File: config.mk
export PLATFORM = sky130hd
export DESIGN_NAME = score_display_ctrl
export DESIGN_NICKNAME = d
export VERILOG_FILES = /design/src/rtl/score_display_ctrl.sv
export SDC_FILE = /design/constraint.sdc
export NUM_CORES = 1
export LEC_CHECK = 0
export ABC_AREA = 1
export BUFFER_PORTS_ARGS = -buffer_cell sky130_fd_sc_hd__clkbuf_2
export CAP_MARGIN = 30
export CORE_ASPECT_RATIO = 2
export CORE_MARGIN = 2
export CORE_UTILIZATION = 60
export CTS_BUF_LIST = sky130_fd_sc_hd__clkbuf_4
export CTS_CLUSTER_DIAMETER = 150
export DETAILED_ROUTE_END_ITERATION = 7
export PLACE_DENSITY = 0.86
export SLEW_MARGIN = 20
export SYNTH_ARGS = -nofsm -noshare
export SYNTH_HDL_FRONTEND = slang
export SYNTH_SLANG_ARGS = --single-unit
File: constraint.sdc
create_clock -name clk -period 6.1 [get_ports clk]
set_input_delay 0.915 -clock clk [delete_from_list [all_inputs] [get_ports clk]]
set_output_delay 0.915 -clock clk [all_outputs]
set_load 0.03 [all_outputs]
File: src/rtl/score_display_ctrl.sv
// rtl/score_display_ctrl.sv - roll/score BCD display source selector with play/game-over FSM
module score_display_ctrl #(
  parameter int DIGITS       = 2,
  parameter int SUM_W        = 4,
  parameter int BLINK_CYCLES = 4
) (
  input  logic                  clk,
  input  logic                  rst_n,
  input  logic [SUM_W-1:0]      sum,
  input  logic                  sum_valid,
  input  logic                  gameover,
  input  logic                  clear,
  output logic [4*DIGITS-1:0]   digits,
  output logic                  blank,
  output logic                  in_over,
  output logic                  score_ovf
);

  localparam int CW = (BLINK_CYCLES > 1) ? $clog2(BLINK_CYCLES) : 1;
  localparam logic [CW-1:0] CNT_MAX = CW'(BLINK_CYCLES - 1);
  localparam logic [4*DIGITS-1:0] ALL_NINES = {DIGITS{4'h9}};

  typedef enum logic [0:0] {PLAY = 1'b0, OVER = 1'b1} state_t;

  state_t              state;
  logic [4*DIGITS-1:0] last_sum;
  logic [4*DIGITS-1:0] score;
  logic [CW-1:0]       cnt;

  logic [4*DIGITS-1:0] sum_bcd;
  logic [4*DIGITS-1:0] add_res;
  logic [4*DIGITS-1:0] score_next;
  logic                carry_out;
  logic [7:0]          sum8;

  // Binary roll sum is at most 99, so two BCD digits always suffice.
  always_comb begin
    sum8         = 8'(sum);
    sum_bcd      = '0;
    sum_bcd[3:0] = 4'(sum8 % 8'd10);
    sum_bcd[7:4] = 4'(sum8 / 8'd10);
  end

  always_comb begin
    logic       c;
    logic [4:0] d;
    c       = 1'b0;
    d       = '0;
    add_res = '0;
    for (int i = 0; i < DIGITS; i++) begin
      d = 5'(score[4*i +: 4]) + 5'(sum_bcd[4*i +: 4]) + 5'(c);
      if (d > 5'd9) begin
        d = d + 5'd6;
        c = 1'b1;
      end else begin
        c = 1'b0;
      end
      add_res[4*i +: 4] = d[3:0];
    end
    carry_out  = c;
    score_next = (carry_out || score_ovf) ? ALL_NINES : add_res;
  end

  always_ff @(posedge clk or negedge rst_n) begin
    if (!rst_n) begin
      state     <= PLAY;
      last_sum  <= '0;
      score     <= '0;
      cnt       <= '0;
      blank     <= 1'b0;
      score_ovf <= 1'b0;
      digits    <= '0;
      in_over   <= 1'b0;
    end else if (clear) begin
      state     <= PLAY;
      last_sum  <= '0;
      score     <= '0;
      cnt       <= '0;
      blank     <= 1'b0;
      score_ovf <= 1'b0;
      digits    <= '0;
      in_over   <= 1'b0;
    end else if (state == PLAY) begin
      cnt   <= '0;
      blank <= 1'b0;
      if (sum_valid) begin
        last_sum  <= sum_bcd;
        score     <= score_next;
        score_ovf <= score_ovf | carry_out;
      end
      // A roll strobed with gameover still lands in the final score shown.
      if (gameover) begin
        state   <= OVER;
        in_over <= 1'b1;
        digits  <= sum_valid ? score_next : score;
      end else begin
        in_over <= 1'b0;
        digits  <= sum_valid ? sum_bcd : last_sum;
      end
    end else begin
      in_over <= 1'b1;
      digits  <= score;
      if (cnt == CNT_MAX) begin
        cnt   <= '0;
        blank <= ~blank;
      end else begin
        cnt <= cnt + CW'(1);
      end
    end
  end

endmodule

==> metrics.md <==
| Metric | Value |
|---|---|
| Final TNS setup | `0 ns` |
| CTS clk-pin slew, worst paths | `0.08 ns` |
| Initial antenna violation count | `0` |
| Syn Nets | `244` |
| Rows | `27` |
| Share of cells above drive strength 1 | `19.4%` |
| Area share of the largest cell type after synthesis | `41.0%` |
| Clock sink total | `29` |
| Post-route ant nets | `0` |
| Wire length per cell | `13.4 um` |
| Die X-Extent | `42.4 um` |
| Nets | `266` |
| ANT cells | `0` |
| Sequential Area | `726 um^2` |
| Worst slack, placed | `1.95 ns` |
| Worst VDD drop | `0.169 mV` |
| Worst skew pair latency | `0.33 ns` |
| Worst Max-Slew Pin Slew | `0.834 ns` |
| Post-synth EDFFs | `0` |
| Status | `completed` |
| Sequential-to-total area share from yosys stat | `41.0%` |
| Die Y | `80.8 um` |
| Endpoints failing setup | `0` |
| Slew HR | `44.2%` |
| Top cell type by total area after synthesis | `dfrtp_1` |
| Final WL | `3690 um` |
| Die Area | `0.00342 mm^2` |
| Worst setup EP type | `flip-flop` |
| IO Pins | `20` |
| Vias in the first global route | `1,510` |
| Via Count | `1,517` |
| Worst Skew | `0.00745 ns` |
| Final setup margin | `2.30 ns` |
| Final Hold Viols | `0` |
| Worst hold path type | `flip-flop to flip-flop` |
| Achievable Freq | `0.263 GHz` |
| Ys async rst share | `100%` |
| PostCTS Resize Cnt | `0` |
| Crit start category | `primary input` |
| CP Data Arrival Time | `4.02 ns` |
| Area of the multi-input gates | `895 um^2` |
| Max-slew violations | `0` |
| Synth Flop Type | `dfrtp_1` |
| CTS tree | `done` |
| Netlist cell types | `30` |
| Post-Syn Area per Cell | `7.86 um^2` |
| Ranking of synthesized cells by area | `dfrtp_1, nand2_1, inv_1` |
| Crit Path Class | `primary input to flip-flop` |
| Vias per cell | `5.50` |
| Post-Synthesis Cell Area | `0.00177 mm^2` |
| Post-Synthesis Cells | `225` |
| RSZ-0062 raised after global routing | `false` |
| Initial DRC count | `37` |
| Area grow syn2layout | `9.06%` |
| GPL Wtd Cong | `0.942` |
| H-tree levels | `2` |
| Top-count cell post-synth | `nand2_1` |
| Area of the core | `0.00277 mm^2` |
| Power density over cell area | `260 mW/mm^2` |
| Yosys warns | `0` |
| Max-cap violations | `0` |
| Period utilization | `62.4%` |
| Max Root-Sink Buffers | `2` |
| Gr usage total | `24.8%` |
| Total grt overflow | `0` |
| Hold_buf cts | `0` |
| Tmin final | `3.80 ns` |
| Postcts setup bufs | `0` |
| Critical Path RT | `6.32 ns` |
| Pleak | `0.00106 uW` |
| Inserted Clock Buffers | `5` |
| Commonest cells post-synth | `nand2_1, inv_1, dfrtp_1` |
| DRC Markers | `0` |
| HPWL Detailed | `2800 um` |
| # fillers | `244` |
| Detailed Routing Iterations Pass 1 | `4` |
| Crit-path max FO | `7` |
| Largest net degree at the start of global routing | `30` |
| First-pass GRT wire length | `6400 um` |
| Clk root buf | `clkbuf_4` |
| Initial core utilization | `63.8%` |
| Flops & latches, synth | `29` |
| Port Buf Inserts | `19` |
==> per-layer routing <==
layer	global-route usage, %	wire length, um	vias up
met3	3.56	101	5
met2	46.8	2070	30
met1	26.4	1450	721
li1	-	-	761
met5	0	0	-
met4	11.3	69	0
==> worst paths after layout <==
path                            depth (start not counted)  slack [ns]          end     start
worst min register to register                          1        0.46       cnt[0]    cnt[0]
worst min-delay path                                    1        0.46       cnt[0]    cnt[0]
min in group asynchronous                               1        0.62  last_sum[3]     rst_n
worst max register to register                         20        2.87    digits[7]  score[0]
max in group asynchronous                               1        5.03     score[0]     rst_n
worst max-delay path                                   24        2.30    digits[7]    sum[2]
==> state kept, by name, indices dropped and copies added (netlist names) <==
name and cells:
state 1, score_ovf 1, last_sum 8, cnt 2, digits 8, blank 1, score 8
==> stage by stage <==
stage	instances	cell area, um^2	hold slack [ns]	power [uW]	utilization (%)
6_report	276	1930	0.456	502	69.6
5_1_grt	276	1930	0.487	537	69.6
4_1_cts	276	1930	0.463	506	69.6
3_5_place_dp	269	1880	0.452	399	67.8
3_3_place_gp	269	1880	0.428	394	67.8
2_1_floorplan	225	1770	0.415	357	-
==> cells by family after synthesis <==
| family | synth area share [%] |
|---|---|
| and+or+nand+nor | 28.0 |
| AOI/OAI and AO/OA | 13.3 |
| buffers and inverters | 8.35 |
| DFF | 41.0 |
| adders and majority gates | 7.93 |
| xor gates and xnor gates | 1.42 |
==> placed cells by master, fill, tap and decap left out <==
master	count
nor2_2	1
nand3_2	5
clkbuf_2	19
fa_1	2
o211ai_2	1
nor2_1	8
o21ai_1	3
inv_1	31
a221oi_1	1
nand4_1	1
a21oi_1	9
inv_2	2
o21ai_2	3
o21a_1	1
nand2_1	68
nand2_4	1
dfrtp_1	29
xnor2_1	1
nand2_2	7
o22ai_1	2
xnor2_2	1
clkinv_1	2
or2_2	1
o21ai_0	17
a21o_1	1
o211ai_1	2
nor2_8	1
nor3_1	1
nand3_1	12
ha_1	8
clkbuf_4	6
==> layout make-up <==
cell class / count / area share [%]
clock inverter: 1 / 0.195
sequential: 29 / 37.6
clock buffer: 6 / 2.34
timing repair buffer: 19 / 4.93
tap: 29 / 1.88
multi-input combinational: 158 / 46.4
inverter: 34 / 6.62
==> where the power goes <==
part | switching (uW) | total [uW] | internal, uW | leakage [uW]
clock | 60.6 | 107 | 46.1 | 0.0000292
sequential | 10.9 | 218 | 207 | 0.000391
combinational | 114 | 177 | 62.6 | 0.000644
total | 186 | 502 | 316 | 0.00106
==> critical path: stages <==
cell	delay, ns
clkbuf_2	0.11
o21ai_2	0.22
inv_1	0.08
nor2_1	0.09
a21oi_1	0.09
fa_1	0.47
xnor2_2	0.19
nand2_2	0.09
nand3_2	0.11
nand2_2	0.09
inv_1	0.05
fa_1	0.35
inv_1	0.09
ha_1	0.25
inv_1	0.09
nand3_2	0.08
nand3_2	0.10
nand2_4	0.07
nor2_8	0.16
nand2_2	0.07
o21ai_2	0.07
nand2_1	0.06
nand2_1	0.06
nand2_1	0.05
(Power assumes the default switching activity.)
